==> src/rtl/fetch_pkg.sv <==
// Shared types and default widths for the fetch sequencer.
package fetch_pkg;

  localparam int unsigned PC_W_DEF  = 10;
  localparam int unsigned PTR_W_DEF = 4;
  localparam int unsigned CNT_W_DEF = 16;

  typedef enum logic [1:0] {
    ST_IDLE = 2'd0,
    ST_LOAD = 2'd1,
    ST_RUN  = 2'd2,
    ST_DONE = 2'd3
  } fetch_state_t;

  typedef enum logic [1:0] {
    SEL_HOLD   = 2'd0,
    SEL_INC    = 2'd1,
    SEL_BRANCH = 2'd2,
    SEL_LOAD   = 2'd3
  } pc_sel_t;

endpackage

==> src/rtl/branch_target_lut.sv <==
// Absolute branch-target table; edit entries here per program. Unlisted index -> 0.
module branch_target_lut
  import fetch_pkg::*;
#(
  parameter int unsigned PC_W  = PC_W_DEF,
  parameter int unsigned PTR_W = PTR_W_DEF
) (
  input  logic [PTR_W-1:0] ptr,
  output logic [PC_W-1:0]  target_c
);

  always_comb begin
    target_c = '0;
    case (ptr)
      PTR_W'(1):  target_c = PC_W'(40);
      PTR_W'(2):  target_c = PC_W'(100);
      PTR_W'(3):  target_c = PC_W'(200);
      PTR_W'(5):  target_c = PC_W'(512);
      PTR_W'(15): target_c = PC_W'(1000);
      default:    target_c = '0;
    endcase
  end

endmodule

==> src/rtl/fetch_sequencer.sv <==
// Program-counter controller: load, run (hold/+1/branch), halt or overflow to done.
module fetch_sequencer
  import fetch_pkg::*;
#(
  parameter int unsigned PC_W  = PC_W_DEF,
  parameter int unsigned PTR_W = PTR_W_DEF,
  parameter int unsigned CNT_W = CNT_W_DEF
) (
  input  logic             Clk,
  input  logic             Reset_n,
  input  logic             Start,
  input  logic [PC_W-1:0]  StartAddr,
  input  logic             Stall,
  input  logic             Halt,
  input  logic             BranchEn,
  input  logic             BranchTaken,
  input  logic [PTR_W-1:0] LutPointer,
  output logic [PC_W-1:0]  ProgCtr,
  output logic             InstrValid,
  output logic             Done,
  output logic             Fault,
  output logic [CNT_W-1:0] CycleCount
);

  fetch_state_t     state_q, state_d;
  pc_sel_t          pc_sel;
  logic [PC_W-1:0]  pc_q, pc_d;
  logic [PC_W-1:0]  target_c;
  logic [CNT_W-1:0] cnt_q, cnt_d;
  logic             done_q, done_d;
  logic             fault_q, fault_d;

  branch_target_lut #(
    .PC_W  (PC_W),
    .PTR_W (PTR_W)
  ) u_lut (
    .ptr      (LutPointer),
    .target_c (target_c)
  );

  // Next-state, PC select, counter and fault update.
  always_comb begin
    state_d = state_q;
    pc_sel  = SEL_HOLD;
    cnt_d   = cnt_q;
    fault_d = fault_q;
    case (state_q)
      ST_IDLE, ST_DONE: begin
        if (Start) state_d = ST_LOAD;
      end
      ST_LOAD: begin
        pc_sel  = SEL_LOAD;
        cnt_d   = '0;
        fault_d = 1'b0;
        if (!Start) state_d = ST_RUN;
      end
      ST_RUN: begin
        // Every run cycle counts, stalls and the halt cycle included.
        if (cnt_q != {CNT_W{1'b1}}) cnt_d = cnt_q + CNT_W'(1);
        if (Start) begin
          state_d = ST_LOAD;
        end else if (Stall) begin
          pc_sel = SEL_HOLD;
        end else if (Halt) begin
          state_d = ST_DONE;
        end else if (BranchEn && BranchTaken) begin
          pc_sel = SEL_BRANCH;
        end else begin
          pc_sel = SEL_INC;
          if (pc_q == {PC_W{1'b1}}) begin
            fault_d = 1'b1;
            state_d = ST_DONE;
          end
        end
      end
      default: state_d = ST_IDLE;
    endcase
  end

  // Next-PC mux; increment wraps to 0 on overflow.
  always_comb begin
    pc_d = pc_q;
    case (pc_sel)
      SEL_HOLD:   pc_d = pc_q;
      SEL_INC:    pc_d = pc_q + PC_W'(1);
      SEL_BRANCH: pc_d = target_c;
      SEL_LOAD:   pc_d = StartAddr;
      default:    pc_d = pc_q;
    endcase
  end

  assign done_d = (state_d == ST_DONE);

  always_ff @(posedge Clk or negedge Reset_n) begin
    if (!Reset_n) begin
      state_q <= ST_IDLE;
      pc_q    <= '0;
      cnt_q   <= '0;
      done_q  <= 1'b0;
      fault_q <= 1'b0;
    end else begin
      state_q <= state_d;
      pc_q    <= pc_d;
      cnt_q   <= cnt_d;
      done_q  <= done_d;
      fault_q <= fault_d;
    end
  end

  assign ProgCtr    = pc_q;
  assign Done       = done_q;
  assign Fault      = fault_q;
  assign CycleCount = cnt_q;
  assign InstrValid = (state_q == ST_RUN) && !Stall && !Start;

endmodule

==> config.mk <==
export PLATFORM = sky130hd
export DESIGN_NAME = fetch_sequencer
export DESIGN_NICKNAME = d
export VERILOG_FILES = /design/src/rtl/fetch_pkg.sv /design/src/rtl/branch_target_lut.sv /design/src/rtl/fetch_sequencer.sv
export SDC_FILE = /design/constraint.sdc
export NUM_CORES = 1
export LEC_CHECK = 0
export ABC_AREA = 1
export CAP_MARGIN = 20
export CELL_PAD_IN_SITES_DETAIL_PLACEMENT = 0
export CELL_PAD_IN_SITES_GLOBAL_PLACEMENT = 1
export CORE_ASPECT_RATIO = 1.75
export CORE_UTILIZATION = 32
export CTS_CLUSTER_DIAMETER = 60
export DETAILED_ROUTE_END_ITERATION = 6
export PLACE_DENSITY = 0.79
export SKIP_CTS_REPAIR_TIMING = 1
export SYNTH_ARGS = -nofsm -noshare
export SYNTH_HDL_FRONTEND = slang
export SYNTH_HIERARCHICAL = 1
export SYNTH_SLANG_ARGS = --single-unit
==> constraint.sdc <==
create_clock -name Clk -period 1.35 [get_ports Clk]
set_input_delay 0.27 -clock Clk [delete_from_list [all_inputs] [get_ports Clk]]
set_output_delay 0.27 -clock Clk [all_outputs]
set_load 0.05 [all_outputs]
Word-level counts from Yosys, hierarchy flattened
Index checks and enable logic that the tools add are counted.
{"block": "totals", "register_bits": 30, "out_inout_bits": 29}
{"block": "op_classes", "add_sub_neg": 2, "eq_ne": 20, "n_mux": 23, "n_reduce_logical": 11}
{"op": "$pmux W10 S5", "count": 1}
{"op": "$pmux W16 S2", "count": 1}
{"op": "$pmux W10 S3", "count": 1}
{"op": "$mux W2", "count": 11}
{"op": "$add A16 B1 Y16 const B", "count": 1}
{"op": "$mux W16", "count": 1}
{"op": "$ne A16 B16 Y1 const B", "count": 1}
{"op": "$ne A2 B2 Y1 const B", "count": 6}
{"op": "$add A10 B1 Y10 const B", "count": 1}
{"op": "$eq A10 B10 Y1 const B", "count": 1}
{"op": "$eq A2 B2 Y1 const B", "count": 5}
{"op": "$eq A4 B2 Y1 const B", "count": 2}
{"op": "$pmux W2 S3", "count": 1}
{"op": "$reduce_and A6 Y1", "count": 1}
{"op": "$mux W1", "count": 5}
{"op": "$eq A2 B1 Y1 const B", "count": 2}
{"op": "$eq A4 B1 Y1 const B", "count": 1}
{"op": "$eq A4 B3 Y1 const B", "count": 1}
{"op": "$eq A4 B4 Y1 const B", "count": 1}
{"op": "$logic_not A2 Y1", "count": 2}
{"op": "$pmux W2 S2", "count": 1}
{"op": "$logic_and A1 B1 Y1", "count": 3}
{"op": "$logic_not A1 Y1", "count": 2}
{"op": "$pmux W1 S2", "count": 1}
{"op": "other kinds (3)", "count": 3}

Logic depth before layout (Yosys ltp)
{"block": "logic_depth", "depth_word": 8, "mapped_depth": 11, "mapped_depth_nobuf": 11}

Modules after synthesis
The synthesis kept the hierarchy.
{"mod": "fetch_sequencer", "n_inst": 1, "cells_per_inst": 283, "area_per_inst_um2": 2035.7}
{"mod": "branch_target_lut", "n_inst": 1, "cells_per_inst": 24, "area_per_inst_um2": 117.6}

Worst setup path before layout
No wires, ideal clock.
{"block": "synth_timing", "kind": "register to register", "from": "register cnt_q[0] (netlist: CycleCount[0])", "to": "register cnt_q[9] (netlist: CycleCount[9])", "setup_time_ns": 0.120, "arrival_time_ns": 1.737, "t_required_ns": 1.230, "slack_ns": -0.507, "path_stages_with_launch": 10, "n_path_buf": 1, "path_cell_list": "dfrtp_1 -> ha_1 -> nand2_2 -> nor2_2 -> nand2_2 -> nor2_4 -> nor2_2 -> buf_6 -> nand4_1 -> o21ai_2"}
{"block": "synth_between", "elab_chain_cells": 3}
{"element": "start, declared", "line": "fetch_sequencer.sv:29", "source": "logic [CNT_W-1:0] cnt_q, cnt_d;"}
{"element": "start signal, assigned", "line": "fetch_sequencer.sv:104", "source": "cnt_q <= cnt_d;"}
{"element": "$add A16 B1 Y16 or $ne A16 B16 Y1 (tied branches)", "line": "fetch_sequencer.sv:59", "source": "if (cnt_q != {CNT_W{1'b1}}) cnt_d = cnt_q + CNT_W'(1);"}
{"element": "$mux W16 or $ne A2 B2 Y1 (tied branches)"}
{"element": "$pmux W16 S2 or $reduce_and A2 Y1 (tied branches)"}
Several ways; a longest one is shown, not always the timed one. The select of a mux whose other input is x is not followed.
A chain may end at the register's enable or synchronous reset.

Worst setup path after layout
{"block": "layout_timing", "from": "register state_q[0]", "to": "output port InstrValid"}
{"block": "layout_between", "elab_chain_cells": 3}
{"element": "start, declared", "line": "fetch_sequencer.sv:25", "source": "fetch_state_t state_q, state_d;"}
{"element": "start signal, assigned", "line": "fetch_sequencer.sv:102", "source": "state_q <= state_d;"}
{"element": "$eq A2 B2 Y1", "line": "fetch_sequencer.sv:114", "source": "assign InstrValid = (state_q == ST_RUN) && !Stall && !Start;"}
{"element": "$logic_and A1 B1 Y1 (2 in a row)", "line": "fetch_sequencer.sv:114"}
{"element": "end, declared", "line": "fetch_sequencer.sv:19", "source": "output logic InstrValid,"}
No other way between the ends.

==> implementation parameters <==
Parameter                              Value

Routing
  Number of design-rule violations left by the first detailed-router iteration    125
  Average detailed-routed wire length per instance    14.2 µm
  DRC violation count after routing    0
  Number of iterations in the first detailed-routing pass    4
  Avg Vias per Cell    4.93
  Drt total wl    7.37 mm
  Residual antenna-violating net count after detailed routing    0
  Vias    2,561

Cells and area
  Antenna diode instance count    0
  # nets final    462
  Final cell utilization of the core    0.615
  Final standard cell count with taps included and fillers excluded    520
  Fraction of final layout cells sized beyond drive strength 1    0.441
  Layout area overhead    85.5%

Placed design
  Placed cell count    498
  Gpl congestion    0.888
  HPWL after DPL    5.48 mm
  IO Port Bufs    49

Clock network
  Clk sinks    30
  CTS tree    done
  H-tree Lvls    2
  Maximum count of clock buffers along a single path    2
  Later-pin clock latency in the skew report    0.28 ns
  Total CTS buffers    5
  Clock transition at the registers of the reported paths    0.06 ns
  Buffer type at the clock tree root    clkbuf_16

Setup path
  Startpoint Class    flip-flop
  Type of the worst setup path    flip-flop to primary output
  Crit path required time    1.08 ns
  WP data arrival    1.47 ns
  Crit. End Element    primary output
  Critical path peak fanout    4

Synthesis
  Cell types with the largest area share after synthesis    dfrtp_1 (35%), nand2_1 (12%), inv_1 (7.1%), nand3_1 (6.7%), nor2_1 (6.6%)
  Avg Cell Area, Syn    7.01 µm²
  Share of Yosys cell area claimed by the top area cell type    0.349
  Leading area contributor after synthesis    dfrtp_1
  Number of distinct library cells after synthesis    35
  Leading post-synthesis cells by instance count    nand2_1 (68), inv_1 (41), nor2_1 (38)
  Post-synth ARST share    1.00
  Synth warnings    6
  Most frequent cell after synthesis    nand2_1
  Number of synthesized flops with an enable pin    0
  Share of synthesized area occupied by flip-flops and latches    0.349
  Most instantiated flip-flop cell in the synthesis netlist    dfrtp_1
  Post-synthesis instance area    0.00215 mm²
  Cell count after synthesis    307
  Flip-flop and latch count after synthesis    30

STA
  Worst relative slew slack    0.633
  Final max-slew violation count    0
  Slew at the pin closest to its max-slew limit    0.548 ns
  Minimum clock period    1.74 ns
  Setup repair after global routing missed its margin    yes
  Highest attainable clock frequency    574 MHz
  Final hold vios    0
  Hold slack final    0.356 ns
  Setup TNS    -7.75 ns
  Worst setup margin    -0.393 ns
  Share of the clock period used by the worst path after layout    1.29
  Total of endpoints with negative setup slack in the final report    32
  Largest clock skew in the final design    0.00485 ns

Global route
  Maximum number of pins on one net before global-route repair    31
  Antenna violations before repair    0
  Global-route usage over all layers    0.212
  Number of global-route vias before repair    2,560
  Global-route wire length before repair    11.5 mm
  Total congestion overflow after global routing    0

Status
  Violated checks    setup timing
  Status    finished with violations

Power
  Total power after layout    0.00794 W
  Maximum VDD drop    1200 µV
  Pleak    1.86 nW
  Ratio of total power to cell area    1990 mW/mm²

Die
  Number of top-level design ports    50
  X dimension of the die    64.0 µm
  Die Y    111 µm
  Overall die area    0.00707 mm²
  Row count    39
  CORE AREA    0.00649 mm²
  Initial standard-cell utilization of the core    0.332

Flow run
  Max-cap viol count    0

Min path
  Hold/Removal Path Class    input port to asynchronous set/reset pin
-- per-layer routing --
metal | part of all wire | track usage | up-vias
met4 | 0.060 | 0.139 | 0
li1 | - | - | 1257
met3 | 0.031 | 0.0289 | 24
met2 | 0.60 | 0.416 | 85
met5 | 0 | 0 | -
met1 | 0.31 | 0.190 | 1195
-- layout by cell type, fill, tap and decap left out, types with 3 or more instances in the layout --
cell | netlist | layout
buf_12 | 0 | 31
dfrtp_2 | 0 | 21
clkdlybuf4s50_1 | 0 | 20
o22ai_1 | 3 | 3
ha_4 | 0 | 4
nand3_1 | 29 | 24
nand2_1 | 68 | 64
nand3_2 | 1 | 4
clkinvlp_4 | 0 | 3
o21ai_2 | 6 | 8
dfrtp_1 | 30 | 9
inv_2 | 4 | 7
nand4_1 | 12 | 12
buf_4 | 5 | 69
nand2_2 | 3 | 6
o31ai_1 | 4 | 3
nor3_1 | 5 | 5
xor2_1 | 8 | 8
clkbuf_16 | 0 | 5
conb_1 | 1 | 3
buf_6 | 2 | 7
a21oi_1 | 6 | 6
nor2_1 | 38 | 35
nor2_2 | 7 | 7
inv_1 | 41 | 36
o21ai_1 | 2 | 4
o21ai_0 | 13 | 9
nor2_4 | 1 | 7
-- worst max-delay path: stages, from the launching register on --
cell	delay [ns]
dfrtp_1	0.40
inv_2	0.09
ha_4	0.16
nand3_4	0.08
buf_6	0.12
buf_6	0.11
clkinvlp_4	0.09
buf_12	0.14
-- cells by family after synthesis --
family,synth area share
adders and majority gates,0.0232
and+or+nand+nor,0.352
xor gates and xnor gates,0.0407
other,0.00174
AOI/OAI and AO/OA,0.121
buffers and inverters,0.113
DFF,0.349
-- cell type report --
type / instances / area (µm²)
well taps: 82 / 103
multi-input cells: 227 / 1360
clock buffers: 6 / 139
clock inverters: 2 / 12.5
repair buffers: 127 / 1420
inverters: 46 / 183
flip-flops and latches: 30 / 777
fillers: 546 / 2500
-- path summary, 6_finish.rpt --
path | from | to | cells after the start | slack [ns]
worst max register to register | state_q[1] | ProgCtr[6] | 10 | -0.33
worst min-delay path | Reset_n | CycleCount[4] | 2 | 0.36
min in group Clk | StartAddr[2] | ProgCtr[2] | 3 | 0.59
max in group asynchronous | Reset_n | ProgCtr[6] | 2 | 0.80
worst max-delay path | state_q[0] | InstrValid | 7 | -0.39
worst min register to register | Fault | Fault | 2 | 0.61
-- report_power, final --
group	switching, W	internal [W]	total [W]
Clock	0.000415	0.000729	0.00114
Combinational	0.00298	0.00245	0.00544
Sequential	0.000196	0.00116	0.00136
-- per-stage QoR --
stage | instance area (µm²) | setup slack (ns)
floorplan | 2250 | -0.260
global placement | 3600 | -0.578
detailed placement | 3600 | -0.671
CTS | 3750 | -0.685
global route | 3990 | -0.417
finish | 3990 | -0.393
-- state kept, by name, indices dropped and copies added, names as in the netlist --
register / cells
Fault: 1
ProgCtr: 10
state_q: 2
CycleCount: 16
Done: 1
(Power assumes the default switching activity.)
